**src/rtl/seg_pkg.sv**
```systemverilog
// seg_pkg
//   Shared definitions for the seven-segment display scanner:
//   - SEG_LUT   : 16-entry active-low segment encoding, bits {g,f,e,d,c,b,a}
//   - SEG_OFF   : all-off cathode pattern (segments and decimal point dark)
//   - seg_state_e : scanner FSM states
//   - seg_encode  : nibble -> active-low segment lookup
package seg_pkg;

  typedef enum logic [0:0] {
    ST_BLANK = 1'b0,
    ST_DRIVE = 1'b1
  } seg_state_e;

  localparam logic [7:0] SEG_OFF = 8'hFF;

  // Entry n is the pattern for hex digit n; listed from F down to 0.
  localparam logic [15:0][6:0] SEG_LUT = {
    7'h0E, 7'h06, 7'h21, 7'h46,   // F E d C
    7'h03, 7'h08, 7'h10, 7'h00,   // b A 9 8
    7'h78, 7'h02, 7'h12, 7'h19,   // 7 6 5 4
    7'h30, 7'h24, 7'h79, 7'h40    // 3 2 1 0
  };

  function automatic logic [6:0] seg_encode(input logic [3:0] nib);
    return SEG_LUT[nib];
  endfunction

endpackage

```
**src/rtl/seg_tick_gen.sv**
```systemverilog
// seg_tick_gen
//   Slot timer and digit index for the display scanner. The slot counter
//   runs 0..TICK_DIV-1; on wrap the digit index advances 0..NUM_DIGITS-1.
// Ports:
//   clk        : rising-edge clock
//   rst        : synchronous active-high reset (counter and index to 0)
//   idx        : current digit index
//   slot_start : first cycle of a slot (counter == 0)
//   slot_end   : last cycle of a slot (counter == TICK_DIV-1)
//   frame_wrap : last cycle of the last slot; index returns to 0 next cycle
module seg_tick_gen #(
  parameter int NUM_DIGITS = 8,
  parameter int TICK_DIV   = 50000,
  parameter int IW         = 3
) (
  input  logic          clk,
  input  logic          rst,
  output logic [IW-1:0] idx,
  output logic          slot_start,
  output logic          slot_end,
  output logic          frame_wrap
);

  localparam int CW = $clog2(TICK_DIV);

  logic [CW-1:0] cnt;

  assign slot_start = (cnt == '0);
  assign slot_end   = (cnt == CW'(TICK_DIV - 1));
  assign frame_wrap = slot_end && (idx == IW'(NUM_DIGITS - 1));

  always_ff @(posedge clk) begin
    if (rst) begin
      cnt <= '0;
      idx <= '0;
    end else if (slot_end) begin
      cnt <= '0;
      idx <= (idx == IW'(NUM_DIGITS - 1)) ? '0 : idx + IW'(1);
    end else begin
      cnt <= cnt + CW'(1);
    end
  end

endmodule

```
**src/rtl/seg_display_scanner.sv**
```systemverilog
// seg_display_scanner
//   Multiplexed seven-segment display driver. New display data is captured
//   into a pending register on load and copied to the shadow register only
//   at the frame boundary, so a frame is never shown half old / half new.
//   Build option: define SEG_BLANKING_EN to blank all anodes for the first
//   BLANK_CYCLES cycles of every slot (anti-ghosting). Without it every slot
//   cycle drives its digit.
// Ports:
//   clk        : rising-edge clock
//   rst        : synchronous active-high reset
//   value      : 4*NUM_DIGITS hex nibbles, nibble i -> digit i
//   digit_en   : per-digit enable, 0 blanks the digit
//   dp         : per-digit decimal point, 1 lights it
//   load       : one-cycle request to capture value/digit_en/dp
//   anodes     : active-low digit selects (registered)
//   cathodes   : active-low segments, bit0=a .. bit6=g, bit7=dp (registered)
//   frame_done : one-cycle pulse in the cycle the index wraps to 0
module seg_display_scanner
  import seg_pkg::*;
#(
  parameter int NUM_DIGITS   = 8,
  parameter int TICK_DIV     = 50000,
  parameter int BLANK_CYCLES = 2
) (
  input  logic                    clk,
  input  logic                    rst,
  input  logic [4*NUM_DIGITS-1:0] value,
  input  logic [NUM_DIGITS-1:0]   digit_en,
  input  logic [NUM_DIGITS-1:0]   dp,
  input  logic                    load,
  output logic [NUM_DIGITS-1:0]   anodes,
  output logic [7:0]              cathodes,
  output logic                    frame_done
);

  localparam int IW = (NUM_DIGITS > 1) ? $clog2(NUM_DIGITS) : 1;

  if (TICK_DIV < 4 || BLANK_CYCLES >= TICK_DIV) begin : g_bad_params
    $error("seg_display_scanner: TICK_DIV must be >= 4 and > BLANK_CYCLES");
  end

  logic [IW-1:0] idx;
  logic          slot_start;
  logic          slot_end;
  logic          frame_wrap;

  seg_tick_gen #(
    .NUM_DIGITS (NUM_DIGITS),
    .TICK_DIV   (TICK_DIV),
    .IW         (IW)
  ) u_tick (
    .clk        (clk),
    .rst        (rst),
    .idx        (idx),
    .slot_start (slot_start),
    .slot_end   (slot_end),
    .frame_wrap (frame_wrap)
  );

  // Slot sequencing keys off slot_end; slot_start is not needed here.
  logic unused_slot_start;
  assign unused_slot_start = slot_start;

  // Pending / shadow display data
  logic [4*NUM_DIGITS-1:0] pend_value, sh_value;
  logic [NUM_DIGITS-1:0]   pend_en, sh_en;
  logic [NUM_DIGITS-1:0]   pend_dp, sh_dp;
  logic                    pend_valid;

  always_ff @(posedge clk) begin
    if (rst) begin
      pend_value <= '0;
      pend_en    <= '0;
      pend_dp    <= '0;
      pend_valid <= 1'b0;
      sh_value   <= '0;
      sh_en      <= '0;
      sh_dp      <= '0;
    end else begin
      if (load) begin
        pend_value <= value;
        pend_en    <= digit_en;
        pend_dp    <= dp;
      end
      if (frame_wrap) begin
        pend_valid <= 1'b0;
        // A load landing on the boundary cycle is newer than anything pending.
        if (load) begin
          sh_value <= value;
          sh_en    <= digit_en;
          sh_dp    <= dp;
        end else if (pend_valid) begin
          sh_value <= pend_value;
          sh_en    <= pend_en;
          sh_dp    <= pend_dp;
        end
      end else if (load) begin
        pend_valid <= 1'b1;
      end
    end
  end

  assign frame_done = frame_wrap & ~rst;

  // Slot FSM
  //   state    | meaning
  //   ST_BLANK | first BLANK_CYCLES cycles of a slot, anodes forced off
  //   ST_DRIVE | selected digit driven for the rest of the slot
  seg_state_e state;

`ifdef SEG_BLANKING_EN
  localparam int BW = (BLANK_CYCLES > 1) ? $clog2(BLANK_CYCLES) : 1;

  logic [BW-1:0] blank_tmr;

  always_ff @(posedge clk) begin
    if (rst) begin
      state     <= ST_BLANK;
      blank_tmr <= BW'(BLANK_CYCLES - 1);
    end else if (slot_end) begin
      state     <= ST_BLANK;
      blank_tmr <= BW'(BLANK_CYCLES - 1);
    end else if (state == ST_BLANK) begin
      if (blank_tmr == '0) begin
        state <= ST_DRIVE;
      end else begin
        blank_tmr <= blank_tmr - BW'(1);
      end
    end
  end
`else
  assign state = ST_DRIVE;
`endif

  // Output registers: one cycle behind the index/state that selects them.
  logic [3:0] cur_nib;
  logic       drive_on;

  assign cur_nib  = sh_value[{idx, 2'b00} +: 4];
  assign drive_on = (state == ST_DRIVE) && sh_en[idx];

  always_ff @(posedge clk) begin
    if (rst) begin
      anodes   <= '1;
      cathodes <= SEG_OFF;
    end else if (drive_on) begin
      anodes   <= ~(NUM_DIGITS'(1) << idx);
      cathodes <= {~sh_dp[idx], seg_encode(cur_nib)};
    end else begin
      anodes   <= '1;
      cathodes <= SEG_OFF;
    end
  end

endmodule

```
**config.mk**
```make
export PLATFORM = sky130hd
export DESIGN_NAME = seg_display_scanner
export DESIGN_NICKNAME = d
export VERILOG_FILES = /design/src/rtl/seg_pkg.sv /design/src/rtl/seg_tick_gen.sv /design/src/rtl/seg_display_scanner.sv
export SDC_FILE = /design/constraint.sdc
export NUM_CORES = 1
export LEC_CHECK = 0
export BUFFER_PORTS_ARGS = -buffer_cell sky130_fd_sc_hd__buf_4
export CAP_MARGIN = 10
export CELL_PAD_IN_SITES_DETAIL_PLACEMENT = 1
export CELL_PAD_IN_SITES_GLOBAL_PLACEMENT = 1
export CORE_ASPECT_RATIO = 1.5
export CORE_UTILIZATION = 37
export CTS_CLUSTER_DIAMETER = 40
export DETAILED_ROUTE_END_ITERATION = 12
export PLACE_DENSITY_LB_ADDON = 0.3
export SLEW_MARGIN = 25
export SYNTH_ARGS = -nofsm -noshare
export SYNTH_HDL_FRONTEND = slang
export SYNTH_HIERARCHICAL = 1
export SYNTH_SLANG_ARGS = --single-unit
```
**constraint.sdc**
```tcl
create_clock -name clk -period 3.7 [get_ports clk]
set_clock_uncertainty 0.2 [all_clocks]
set_input_delay 0.555 -clock clk [delete_from_list [all_inputs] [get_ports clk]]
set_output_delay 0.555 -clock clk [all_outputs]
set_load 0.02 [all_outputs]
```
[Word level (Yosys, flattened, before mapping)]
Memory sizes are Yosys's and may differ from the RTL's. A register that Yosys moved wholly into a read port is not among the register bits.
Cells that the tools add are included.
Operators by class
  add/sub/neg operators: 2
  magnitude comparators: 2
  equal/unequal tests: 2
  shift operators: 2
  mux-type cells: 12
  bitwise operators: 5
  reduce and logical (&&, ||, !) cells: 6
Operator list (count)
  two-way mux 32 bit: 2
  two-way mux 8 bit: 4
  indexed part select 32 x 6 -> 4 bit: 1
  adder 16 x 1 -> 16 bit (second input constant): 1
  == test 16 bit (second input constant): 1
  inverter 8 bit: 1
  << shifter 1 x 3 -> 8 bit (first input constant): 1
  two-way mux 7 bit: 1
  binary-select mux 1 bit (select 3 bit): 2
  OR reduction 2 bit: 3
  less-than comparator 4 x 5 -> 1 bit (second input constant): 1
  less-than comparator 3 x 4 -> 1 bit (second input constant): 1
  adder 3 x 1 -> 3 bit (second input constant): 1
  == test 3 bit (second input constant): 1
  two-way mux 3 bit: 1
  inverter 1 bit: 3
  two-way mux 1 bit: 2
  AND reduction 2 bit: 1
  nonzero test 2 bit: 1
  AND 1 bit: 1
  logical AND 1 bit: 1
Storage, ports and cells
  bits in registers: 132
  ROM bits: 112
  input port bits: 51
  output and inout port bits: 17
  logic and storage cells: 43
  memories: 1
Memories
  (name not given): depth 16, width 7, rd ports 1, clocked after memory_dff 1, wr ports 0, line seg_pkg.sv:25  | return SEG_LUT[nib];

[Longest topological paths before layout]
Gate-level depths: netlist of run 1.
  depth after elaboration: 4
  mapped depth: 10
  gate-level depth less buffers: 8

[Hierarchy]
The synthesis of run 1 kept the hierarchy.
Modules (own cells, without submodules)
  seg_display_scanner: times used 1, cells each 427, area an instance 4463.0 µm², seq. area each 2262.2 µm²
  seg_tick_gen: times used 1, cells each 102, area an instance 907.1 µm², seq. area each 380.4 µm²

[Least setup slack after synthesis of run 1]
No wires, ideal clock.
  path kind: reg2reg
  start point: reg u_tick.cnt[4]
  end point: reg sh_dp[3]
  setup time: 137 ps
  arrival time: 2436 ps
  required time: 3363 ps
  setup slack: 927 ps
  stages on the path, launching flop included: 9
  path buffers: 3
  clock period less this slack: 2773 ps
  cell sequence: dfxtp_1 > or4_4 > nor4_4 > and2_1 > nor2b_1 > clkbuf_1 > clkbuf_1 > buf_1 > a211oi_1
Between the ends
  word-level cells in the longest chain between the ends: 3
Ends and longest elaborated chain
  start: declaration: line seg_tick_gen.sv:26  | logic [CW-1:0] cnt;
  start signal: assignment: line seg_tick_gen.sv:40  | cnt <= cnt + CW'(1);
  == test 16 bit: line seg_tick_gen.sv:29  | assign slot_end = (cnt == CW'(TICK_DIV - 1));
  via slot_end: line seg_display_scanner.sv:44  | logic slot_end;
  logical AND 1 bit: line seg_tick_gen.sv:30  | assign frame_wrap = slot_end && (idx == IW'(NUM_DIGITS - 1));
  via frame_wrap: line seg_display_scanner.sv:45  | logic frame_wrap;
  AND reduction 2 bit (no source line)
  end signal: assignment: line seg_display_scanner.sv:91  | sh_dp <= dp;
  end signal: assignment: line seg_display_scanner.sv:95  | sh_dp <= pend_dp;
  end: declaration: line seg_display_scanner.sv:67  | logic [NUM_DIGITS-1:0] pend_dp, sh_dp;
The timed path passes the listed nets, and every way through them passes these cells.
A chain may end at the register's enable or synchronous reset.

[Final worst setup path of run 1]
  start point: reg u_tick.cnt[4]
  end point: out frame_done
Between the ends
  word-level cells in the longest chain between the ends: 3
Ends and longest elaborated chain
  == test 16 bit: line seg_tick_gen.sv:29
  via slot_end: line seg_display_scanner.sv:44
  logical AND 1 bit: line seg_tick_gen.sv:30
  via frame_wrap: line seg_display_scanner.sv:45
  AND 1 bit: line seg_display_scanner.sv:103  | assign frame_done = frame_wrap & ~rst;
  end: declaration: line seg_display_scanner.sv:33  | output logic frame_done
The timed path passes the listed nets, and every way through them passes these cells.

==> load_flow_metrics.sql, run 1 <==
INSERT INTO impl_metrics (metric_group, metric, value, unit) VALUES
('placement', 'pre_cts_slack', '0.7702', 'ns'),
('clock_tree', 'cts-htree-levels', '4', ''),
('sta', 'finalMaxSlewViolations', '0', ''),
('drt', 'antenna_violating_nets_post_route', '0', ''),
('sta', 'period_minus_slack', '3.081', 'ns'),
('final_layout', 'post_layout_nonfiller_instances', '783', ''),
('power', 'cellLeakagePower', '2.520', 'nW'),
('final_layout', 'synthToLayoutAreaGrowth', '22.23', '%'),
('drt', 'postRouteWirelength', '12690', 'µm'),
('status', 'run_status', 'finished, final reports clean', ''),
('drt', 'via_per_inst', '5.036', ''),
('synthesis', 'syn_nets', '586', ''),
('clock_tree', 'clock_latency', '0.41', 'ns'),
('clock_tree', 'number_of_cts_inserted_buffers', '17', ''),
('drt', 'drt_pass_1_iters', '6', ''),
('clock_tree', 'clock_sinks', '132', ''),
('final_layout', 'num_antenna_cells', '0', ''),
('sta', 'setup_ws', '0.6195', 'ns'),
('clock_tree', 'tritoncts_clock_tree', 'done', ''),
('sta', 'unrepaired_setup_endpoints_after_global_routing', 'false', ''),
('global_routing', 'groute.usage.overall', '0.1824', ''),
('final_layout', 'final_layout_size_suffix_gt1_frac', '0.2250', ''),
('die', 'die_y', '149.2', 'µm'),
('clock_tree', 'post_cts.resized_instances', '0', ''),
('die', 'start_util', '0.3803', ''),
('power', 'irDropWorstVdd', '344.9', 'µV'),
('die', 'dieArea', '14940', 'µm²'),
('global_routing', 'number_of_antenna_violations_at_the_first_check_in_global_routing', '0', ''),
('critical_path', 'crit_fanout', '5', ''),
('die', 'core_region_area', '14060', 'µm²'),
('clock_tree', 'clock_tree.buffer_depth', '2', ''),
('placement', 'dpl.hpwl', '8875', 'µm'),
('placement', 'gp_congestion', '0.7627', ''),
('sta', 'setup_violations', '0', ''),
('power', 'cellPowerDensity', '501.2', 'nW/µm²'),
('clock_tree', 'cts.clk_slew.worst_paths', '0.06', 'ns'),
('sta', 'timing.fmax', '0.3246', 'GHz'),
('sta', 'fin_tns_setup', '0', 'ns'),
('final_layout', 'fill_cells', '1602', ''),
('drt', 'routed_wire_length_per_instance', '16.20', 'µm'),
('synthesis', 'synth-warning-count', '13', ''),
('drt', 'detail_route.iter0.violations', '121', ''),
('worst_hold_path', 'hold_depth', '3', ''),
('clock_tree', 'cts_hold_buffers', '0', ''),
('power', 'fin_total_pwr', '3.275', 'mW'),
('placement', 'placement.cell_area', '5946', 'µm²'),
('critical_path', 'critPathCaptureType', 'output port', ''),
('sta', 'final_min_period_over_clock_period', '0.8326', ''),
('sta', 'timing.final.hold_violations', '0', ''),
('global_routing', 'maximum_number_of_pins_on_one_net_before_global_route_repair', '66', ''),
('sta', 'whs', '0.2073', 'ns'),
('final_layout', 'finish.net_count', '640', ''),
('clock_tree', 'post_cts_buffers', '0', ''),
('critical_path', 'category_of_the_worst_setup_path_launch_point', 'register', ''),
('synthesis', 'avgSynthCellArea', '10.18', 'µm²'),
('final_layout', 'final_core_utilization', '0.4648', ''),
('die', 'die_width', '100.2', 'µm'),
('critical_path', 'worst-r2r-cell-count', '8', ''),
('synthesis', 'syn-cell-area', '5346', 'µm²'),
('critical_path', 'cp.required', '2.94', 'ns'),
('placement', 'port-buffer-count', '67', ''),
('placement', 'placedCellCount', '752', ''),
('final_layout', 'layout_common_cells', 'dfxtp_1, nor2_1, buf_4', ''),
('critical_path', 'worst-endpoint-arrival', '2.33', 'ns'),
('clock_tree', 'clock_tree.root_cell', 'clkbuf_16', ''),
('drt', 'drc', '0', ''),
('global_routing', 'globalRoute.totalOverflow', '0', ''),
('die', 'ios', '68', ''),
('job', 'drv.max_cap_violation_count', '0', ''),
('final_layout', 'final_common_cell', 'dfxtp_1', ''),
('global_routing', 'grt_pass1_vias', '4189', ''),
('global_routing', 'grt_pass1_wl', '20790', 'µm'),
('synthesis', 'post_synth_inst_count', '525', ''),
('critical_path', 'critPathKind', 'register to output port', ''),
('sta', 'timing.max_slew.rel_slack', '0.4817', ''),
('final_layout', 'design_area', '6535', 'µm²'),
('worst_hold_path', 'worst_hold_path_type', 'primary input to register', ''),
('drt', 'via_count', '3943', ''),
('sta', 'worst_pin_slew', '0.7764', 'ns'),
('die', 'rows', '53', '');
power breakdown:
part | leakage (nW) | switching [mW] | total (mW) | internal, mW
clock | 0.284 | 0.608 | 1.66 | 1.05
combinational | 1.16 | 0.0804 | 0.150 | 0.0695
sequential | 1.07 | 0.0119 | 1.47 | 1.46
total | 2.52 | 0.700 | 3.28 | 2.58
per-layer routing:
layer / global-route usage / wire (µm) / part of all wire
met1: 0.1989 / 5299 / 0.42
met2: 0.3260 / 6718 / 0.53
met3: 0.04545 / 339 / 0.027
met4: 0.08696 / 328 / 0.026
met5: 0 / 0 / 0
critical path, cell delays in order, from the launching register on:
cell and delay (ns):
dfxtp_1 0.35, or4_4 0.56, nor4_4 0.45, and2_1 0.23, nor2b_1 0.16, buf_4 0.16
flip-flops by register name (all words and copies together) (netlist names):
signal / cells
pend_valid: 1
pend_dp: 8
u_tick/cnt: 16
sh_dp: 8
pend_en: 8
sh_value: 32
u_tick/idx: 3
anodes: 8
sh_en: 8
cathodes: 8
pend_value: 32
worst paths after layout:
check / slack (ns) / startpoint / end
worst max-delay path: 0.62 / u_tick/cnt[4] / frame_done
worst min-delay path: 0.21 / value[9] / pend_value[9]
worst max register to register: 0.75 / u_tick/idx[1] / cathodes[3]
worst min register to register: 0.25 / sh_en[5] / anodes[5]
area by class of cell:
| type | count | area, µm² | share of cell area |
|---|---|---|---|
| sequential | 132 | 2643 | 0.4044 |
| multi-input combinational | 344 | 2470 | 0.3779 |
| timing repair buffer | 74 | 555.5 | 0.08501 |
| clock buffer | 17 | 425.4 | 0.06510 |
| tap | 192 | 240.2 | 0.03676 |
| clock inverter | 14 | 163.9 | 0.02508 |
| inverter | 10 | 37.54 | 0.005744 |
(Power assumes the default switching activity.)
==> run 2, diff against run 1 <==
--- a/config.mk
+++ b/config.mk
@@ -5,6 +5,7 @@
 export SDC_FILE = /design/constraint.sdc
 export NUM_CORES = 1
 export LEC_CHECK = 0
+export ABC_AREA = 1
 export BUFFER_PORTS_ARGS = -buffer_cell sky130_fd_sc_hd__buf_4
 export CAP_MARGIN = 10
 export CELL_PAD_IN_SITES_DETAIL_PLACEMENT = 1
==> constraint.sdc (replaced) <==
create_clock -name clk -period 3.2 [get_ports clk]
set_clock_uncertainty 0.2 [all_clocks]
set_input_delay 0.48 -clock clk [delete_from_list [all_inputs] [get_ports clk]]
set_output_delay 0.48 -clock clk [all_outputs]
set_load 0.02 [all_outputs]
==> run 2 against run 1 <==
Compared with the run above:
- the flow now finishes with violations (design-rule violations)
- critical endpoint unchanged
- die area increased by 2.3%
- area after synthesis increased by 2.3%
- sequential share of layout area decreased by 0.94 points
==> load_flow_metrics.sql, run 2 <==
INSERT INTO impl_metrics (metric_group, metric, value, unit) VALUES
('critical_path', 'cp.required', '2.52', 'ns'),
('drt', 'drc', '1', ''),
('sta', 'worst_pin_slew', '0.5878', 'ns'),
('clock_tree', 'clock_tree.root_cell', 'clkbuf_16', ''),
('clock_tree', 'tritoncts_clock_tree', 'done', ''),
('global_routing', 'groute.usage.overall', '0.1980', ''),
('critical_path', 'crit_path_max_incr_delay', '0.42', 'ns'),
('global_routing', 'maximum_number_of_pins_on_one_net_before_global_route_repair', '97', ''),
('power', 'sequential_share_of_power', '0.452', ''),
('placement', 'placedCellCount', '900', ''),
('critical_path', 'worst-endpoint-arrival', '2.26', 'ns'),
('final_layout', 'design_area', '6690', 'µm²'),
('worst_hold_path', 'worst_hold_path_type', 'primary input to register', ''),
('sta', 'finalMaxSlewViolations', '0', ''),
('sta', 'unrepaired_setup_endpoints_after_global_routing', 'false', ''),
('clock_tree', 'clock_tree.buffer_depth', '2', ''),
('final_layout', 'final_common_cell', 'nor2_1', ''),
('synthesis', 'post_synth_inst_count', '665', ''),
('critical_path', 'critPathKind', 'register to output port', ''),
('critical_path', 'path_delay_family', 'simple AND/OR/NAND/NOR gates', ''),
('drt', 'via_per_inst', '4.867', ''),
('critical_path', 'crit_fanout', '7', ''),
('die', 'core_region_area', '14530', 'µm²'),
('drt', 'routed_wire_length_per_instance', '15.04', 'µm'),
('placement', 'placement.cell_area', '6121', 'µm²'),
('die', 'die_width', '101.3', 'µm'),
('power', 'power_switching_share', '0.2160', ''),
('power', 'fin_total_pwr', '3.759', 'mW'),
('placement', 'dpl.hpwl', '9928', 'µm'),
('final_layout', 'finish.net_count', '784', ''),
('job', 'drv.max_cap_violation_count', '0', ''),
('clock_tree', 'cts_hold_buffers', '0', ''),
('final_layout', 'final_layout_size_suffix_gt1_frac', '0.1646', ''),
('sta', 'setup_violations', '0', ''),
('final_layout', 'layout_common_cells', 'nor2_1, dfxtp_1, nand2_1', ''),
('placement', 'gp_congestion', '0.7878', ''),
('sta', 'timing.final.hold_violations', '0', ''),
('die', 'ios', '68', ''),
('drt', 'postRouteWirelength', '14000', 'µm'),
('sta', 'fin_tns_setup', '0', 'ns'),
('clock_tree', 'clock_latency', '0.41', 'ns'),
('critical_path', 'category_of_the_worst_setup_path_launch_point', 'register', ''),
('status', 'failed_checks', 'design-rule violations', ''),
('status', 'run_status', 'complete, but fails checks', ''),
('power', 'power.combinational.fraction', '0.048', ''),
('die', 'die_y', '150.9', 'µm'),
('global_routing', 'grt_pass1_wl', '23250', 'µm'),
('critical_path', 'cp_cell_sequence', 'ha_1 -> nand3_2 -> nor2_4 -> nand2_2 -> nor2_1 -> inv_1 -> nor2_1 -> buf_4', ''),
('power', 'power.clock.fraction', '0.501', ''),
('drt', 'drt_pass_1_iters', '8', ''),
('synthesis', 'synth-warning-count', '13', ''),
('clock_tree', 'clock_sinks', '132', ''),
('die', 'dieArea', '15280', 'µm²'),
('power', 'irDropWorstVdd', '396.0', 'µV'),
('sta', 'timing.fmax', '0.3396', 'GHz'),
('clock_tree', 'cts.clk_slew.worst_paths', '0.05', 'ns'),
('sta', 'final_min_period_over_clock_period', '0.9203', ''),
('sta', 'whs', '0.1350', 'ns'),
('placement', 'port-buffer-count', '67', ''),
('critical_path', 'path_common_cell', 'nor2_1', ''),
('critical_path', 'cp_num_buf_inv', '2', ''),
('drt', 'antenna_violating_nets_post_route', '0', ''),
('final_layout', 'fill_cells', '1761', ''),
('critical_path', 'cp_slowest_cell', 'dfxtp_1', ''),
('clock_tree', 'post_cts.resized_instances', '0', ''),
('power', 'p_int', '2.947', 'mW'),
('power', 'cellPowerDensity', '561.9', 'nW/µm²'),
('sta', 'timing.max_slew.rel_slack', '0.6082', ''),
('critical_path', 'critPathCaptureType', 'output port', ''),
('synthesis', 'syn-cell-area', '5470', 'µm²'),
('drt', 'detail_route.iter0.violations', '186', ''),
('final_layout', 'reg.largest.list', 'pend_value (32), sh_value (32), u_tick/cnt (16)', ''),
('synthesis', 'syn_nets', '726', ''),
('critical_path', 'setup.reg_to_reg.worst_slack', '0.51', 'ns'),
('final_layout', 'num_antenna_cells', '0', ''),
('die', 'start_util', '0.3766', ''),
('clock_tree', 'post_cts_buffers', '0', ''),
('power', 'cellLeakagePower', '2.851', 'nW'),
('global_routing', 'number_of_antenna_violations_at_the_first_check_in_global_routing', '0', ''),
('clock_tree', 'cts-htree-levels', '4', ''),
('power', 'p_sw', '0.8119', 'mW'),
('die', 'rows', '54', ''),
('final_layout', 'synthToLayoutAreaGrowth', '22.30', '%'),
('clock_tree', 'number_of_cts_inserted_buffers', '17', ''),
('global_routing', 'globalRoute.totalOverflow', '0', ''),
('sta', 'period_minus_slack', '2.945', 'ns'),
('drt', 'via_count', '4531', ''),
('final_layout', 'post_layout_nonfiller_instances', '931', ''),
('synthesis', 'avgSynthCellArea', '8.226', 'µm²'),
('global_routing', 'grt_pass1_vias', '4817', '');
==> run 2: path summary, 6_finish.rpt <==
check	start	end	depth (start not counted)
worst min-delay path	value[1]	pend_value[1]	3
worst max-delay path	u_tick/cnt[0]	frame_done	8
worst max register to register	u_tick/cnt[0]	sh_value[11]	10
worst min register to register	pend_en[2]	pend_en[2]	2
==> run 2: power by group through the flow <==
| stage | sequential (mW) | clock, mW | combinational (mW) |
|---|---|---|---|
| 4_1_cts | 1.70 | 1.92 | 0.183 |
| 3_5_place_dp | 1.73 | 0 | 0.182 |
| 2_1_floorplan | 1.73 | 0 | 0.106 |
| 3_3_place_gp | 1.73 | 0 | 0.176 |
| 5_1_grt | 1.70 | 1.99 | 0.197 |
| 6_report | 1.70 | 1.88 | 0.179 |
==> run 2: cell type report <==
type	instances	area, µm²	area share
well taps	196	245.2	0.03666
inverters	38	142.6	0.02132
multi-input cells	460	2510	0.3752
clock buffers	22	464.2	0.06938
clock inverters	9	105.1	0.01571
flip-flops and latches	132	2643	0.3950
repair buffers	74	580.6	0.08678
==> run 2: through the flow <==
| step | util | setup WS [ns] |
|---|---|---|
| finish | 0.4606 | 0.2551 |
| global route | 0.4606 | 0.1064 |
| CTS | 0.4606 | 0.2562 |
| detailed placement | 0.4214 | 0.5998 |
| global placement | 0.4214 | 0.8169 |
| floorplan | - | 0.9548 |
==> run 2: metal layers <==
layer / share of wire / up-vias / GRT usage
met5: 0 / - / 0
met4: 0.014 / 0 / 0.07681
met3: 0.022 / 13 / 0.04199
met2: 0.55 / 61 / 0.3670
met1: 0.42 / 2158 / 0.2169
li1: - / 2299 / -
==> run 2: worst register-to-register path: cells and delay by family (launching register included) <==
family	cells	cell delay [ns]
DFF	1	0.42
buffers and inverters	2	0.46
AOI/OAI and AO/OA	1	0.26
and+or+nand+nor	6	0.96
adders and majority gates	1	0.27
==> run 3, diff against run 2 <==
--- a/config.mk
+++ b/config.mk
@@ -18,5 +18,4 @@
 export SLEW_MARGIN = 25
 export SYNTH_ARGS = -nofsm -noshare
 export SYNTH_HDL_FRONTEND = slang
-export SYNTH_HIERARCHICAL = 1
 export SYNTH_SLANG_ARGS = --single-unit
==> constraint.sdc (replaced) <==
create_clock -name clk -period 3.2 [get_ports clk]
set_clock_uncertainty 0.2 [all_clocks]
set_input_delay 0.16 -clock clk [delete_from_list [all_inputs] [get_ports clk]]
set_output_delay 0.16 -clock clk [all_outputs]
set_load 0.02 [all_outputs]
==> run 3 against run 2 <==
Compared with the run above:
- via count grew 28%
- die area grew 13%
- routed wire length grew 17%
- largest power group unchanged
- combinational power grew 63%
- the run now ends clean
- flip-flop and latch count is the same
- synthesized cell count grew 32%
- global-route usage grew 0.78 points
- fmax grew 2.5%
- register-to-register slack gained 0.16 ns
- final cell count grew 27%
- critical path type unchanged
==> load_flow_metrics.sql, run 3 <==
INSERT INTO impl_metrics (metric_group, metric, value, unit) VALUES
('status', 'run_status', 'finished, final reports clean', ''),
('power', 'fin_total_pwr', '3.818', 'mW'),
('final_layout', 'final_core_utilization', '0.4792', ''),
('synthesis', 'avgSynthCellArea', '7.057', 'µm²'),
('global_routing', 'globalRoute.totalOverflow', '0', ''),
('critical_path', 'setup.reg_to_reg.worst_slack', '0.67', 'ns'),
('global_routing', 'grt_pass1_wl', '28410', 'µm'),
('critical_path', 'timing.rr.end', 'cathodes[3]', ''),
('die', 'ios', '68', ''),
('sta', 'unrepaired_setup_endpoints_after_global_routing', 'false', ''),
('final_layout', 'num_antenna_cells', '0', ''),
('synthesis', 'syn_nets', '942', ''),
('drt', 'postRouteWirelength', '16440', 'µm'),
('die', 'core_region_area', '16260', 'µm²'),
('sta', 'timing.fmax', '0.3480', 'GHz'),
('synthesis', 'fraction_of_registers_with_async_set_or_reset_after_synthesis', '0', ''),
('sta', 'setup_violations', '0', ''),
('clock_tree', 'clock_tree.buffer_depth', '2', ''),
('clock_tree', 'clock_latency', '0.42', 'ns'),
('sta', 'timing.final.hold_violations', '0', ''),
('critical_path', 'category_of_the_worst_setup_path_launch_point', 'register', ''),
('sta', 'period_minus_slack', '2.874', 'ns'),
('clock_tree', 'cts-htree-levels', '4', ''),
('drt', 'via_count', '5790', ''),
('drt', 'antenna_violating_nets_post_route', '0', ''),
('critical_path', 'critPathCaptureType', 'output port', ''),
('critical_path', 'regToRegStartpoint', 'u_tick.idx[1]', ''),
('clock_tree', 'number_of_cts_inserted_buffers', '17', ''),
('placement', 'placedCellCount', '1108', ''),
('global_routing', 'number_of_antenna_violations_at_the_first_check_in_global_routing', '0', ''),
('drt', 'detail_route.iter0.violations', '140', ''),
('final_layout', 'reg.largest.list', 'pend_value (32), sh_value (32), u_tick.cnt (16)', ''),
('critical_path', 'worst-r2r-cell-count', '10', ''),
('drt', 'routed_wire_length_per_instance', '13.85', 'µm'),
('final_layout', 'design_area', '7792', 'µm²'),
('global_routing', 'groute.usage.overall', '0.2058', ''),
('power', 'cellPowerDensity', '490.0', 'nW/µm²'),
('synthesis', 'post_synth_inst_count', '878', ''),
('sta', 'final_min_period_over_clock_period', '0.8980', ''),
('die', 'rows', '57', ''),
('power', 'power_switching_share', '0.2359', ''),
('placement', 'port-buffer-count', '67', ''),
('final_layout', 'synthToLayoutAreaGrowth', '25.77', '%'),
('power', 'p_int', '2.917', 'mW'),
('final_layout', 'finish.net_count', '1032', ''),
('drt', 'drc', '0', ''),
('final_layout', 'final_layout_size_suffix_gt1_frac', '0.1233', ''),
('critical_path', 'worst-endpoint-arrival', '2.51', 'ns'),
('job', 'drv.max_cap_violation_count', '0', ''),
('clock_tree', 'cts.clk_slew.worst_paths', '0.06', 'ns'),
('synthesis', 'ys_seq_elements', '132', ''),
('placement', 'gp_congestion', '0.8031', ''),
('placement', 'dpl.hpwl', '10910', 'µm'),
('synthesis', 'synth_ff_type', 'dfxtp_1', ''),
('synthesis', 'synth_edf_count', '0', ''),
('worst_hold_path', 'hold_path_startpoint', 'value[5]', ''),
('drt', 'via_per_inst', '4.878', ''),
('die', 'die_width', '107.7', 'µm'),
('drt', 'drt_pass_1_iters', '4', ''),
('die', 'dieArea', '17280', 'µm²'),
('clock_tree', 'tritoncts_clock_tree', 'done', ''),
('power', 'power.combinational.fraction', '0.077', ''),
('critical_path', 'setup.worst_path.start', 'u_tick.idx[1]', ''),
('critical_path', 'crit_fanout', '20', ''),
('synthesis', 'sequential_element_share_of_the_synthesized_area', '0.4265', ''),
('die', 'start_util', '0.3810', ''),
('worst_hold_path', 'worst_hold_path_type', 'primary input to register', ''),
('global_routing', 'maximum_number_of_pins_on_one_net_before_global_route_repair', '41', ''),
('critical_path', 'critPathKind', 'register to output port', ''),
('synthesis', 'netlist_top_cells_count', 'nand2_1, inv_1, dfxtp_1', ''),
('synthesis', 'yosysMostFrequentCell', 'nand2_1', ''),
('clock_tree', 'clock_sinks', '132', ''),
('power', 'sequential_share_of_power', '0.446', ''),
('clock_tree', 'clock_tree.root_cell', 'clkbuf_16', ''),
('synthesis', 'synth_cell_type_count', '29', ''),
('final_layout', 'post_layout_nonfiller_instances', '1187', ''),
('synthesis', 'synth-warning-count', '0', ''),
('synthesis', 'synth_top_cell_area_share', '0.4265', ''),
('synthesis', 'synth.area.top_cells', 'dfxtp_1, nand2_1, inv_1', ''),
('global_routing', 'grt_pass1_vias', '6178', ''),
('final_layout', 'final_common_cell', 'nand2_1', ''),
('placement', 'placement.cell_area', '6769', 'µm²'),
('synthesis', 'syn-cell-area', '6196', 'µm²'),
('die', 'die_y', '160.5', 'µm'),
('worst_hold_path', 'holdPathEnd', 'pend_value[5]', ''),
('worst_hold_path', 'hold_depth', '6', ''),
('final_layout', 'layout_common_cells', 'nand2_1, inv_1, dfxtp_1', ''),
('critical_path', 'cp.required', '2.84', 'ns'),
('sta', 'timing.max_slew.rel_slack', '0.6235', ''),
('power', 'cellLeakagePower', '3.419', 'nW'),
('sta', 'finalMaxSlewViolations', '0', ''),
('power', 'p_sw', '0.9006', 'mW'),
('power', 'power.clock.fraction', '0.478', ''),
('power', 'irDropWorstVdd', '242.8', 'µV'),
('synthesis', 'synth_top_area_cell', 'dfxtp_1', ''),
('sta', 'worst_pin_slew', '0.5639', 'ns'),
('sta', 'fin_tns_setup', '0', 'ns');
-- run 3: layout make-up --
class / instances / area (µm²)
Tap cell: 206 / 257.7
Timing Repair Buffer: 125 / 1056
Clock buffer: 19 / 442.9
Sequential cell: 132 / 2643
Inverter: 151 / 566.8
Clock inverter: 13 / 110.1
Fill cell: 2080 / 8468
Multi-Input combinational cell: 541 / 2716
-- run 3: worst max-delay path, cell delays in order, from the launching register on --
cell     delay [ns]
dfxtp_1        0.66
ha_1           0.28
ha_1           0.24
buf_4          0.28
inv_1          0.12
nor3_1         0.31
buf_4          0.21
-- run 3: per-stage QoR --
step	hold WS [ns]	worst slack, ns
final	0.005213	0.3264
after global routing	0.03086	0.1762
after CTS	0.01583	0.3040
after detailed placement	0.2414	0.7023
after global placement	0.2337	0.7578
after floorplan	0.2175	1.053
-- run 3: power by group through the flow --
stage	Clock (mW)	Combinational, mW	Sequential [mW]
6_report	1.82	0.292	1.70
2_1_floorplan	0	0.160	1.73
3_3_place_gp	0	0.243	1.74
4_1_cts	1.86	0.295	1.70
3_5_place_dp	0	0.248	1.74
5_1_grt	1.93	0.330	1.71
-- run 3: worst max path at each step --
| stage | slack [ns] | depth (start not counted) | end |
|---|---|---|---|
| 2_1_floorplan | 1.05 | 6 | frame_done |
| 3_3_place_gp | 0.76 | 10 | cathodes[3] |
| 3_5_place_dp | 0.70 | 10 | cathodes[3] |
| 4_1_cts | 0.30 | 6 | frame_done |
| 5_1_grt | 0.18 | 6 | frame_done |
| 6_report | 0.33 | 6 | frame_done |
-- run 3: kinds of logic (layout without fill, tap and decap cells) --
| logic type | count (synthesis) | after routing | share of synthesized area |
|---|---|---|---|
| xor+xnor | 3 | 3 | 0.004241 |
| flops | 132 | 132 | 0.4265 |
| fa+ha+maj | 13 | 13 | 0.02625 |
| buf+inv | 205 | 308 | 0.1351 |
| simple gates | 403 | 403 | 0.2872 |
| compound gates | 122 | 122 | 0.1208 |
-- run 3: what timing repair did --
item,4_1_cts,5_1_grt
setup buffers,0,0
gates resized for setup,0,0
hold buffers,47,0
endpoints found under the hold margin,63,0
-- run 3: metal layers --
layer,share of wire,GRT usage,up-vias
li1,-,-,2945
met1,0.43,0.2259,2758
met2,0.54,0.3843,73
met3,0.021,0.04140,14
met4,0.016,0.07036,0
met5,0,0,-
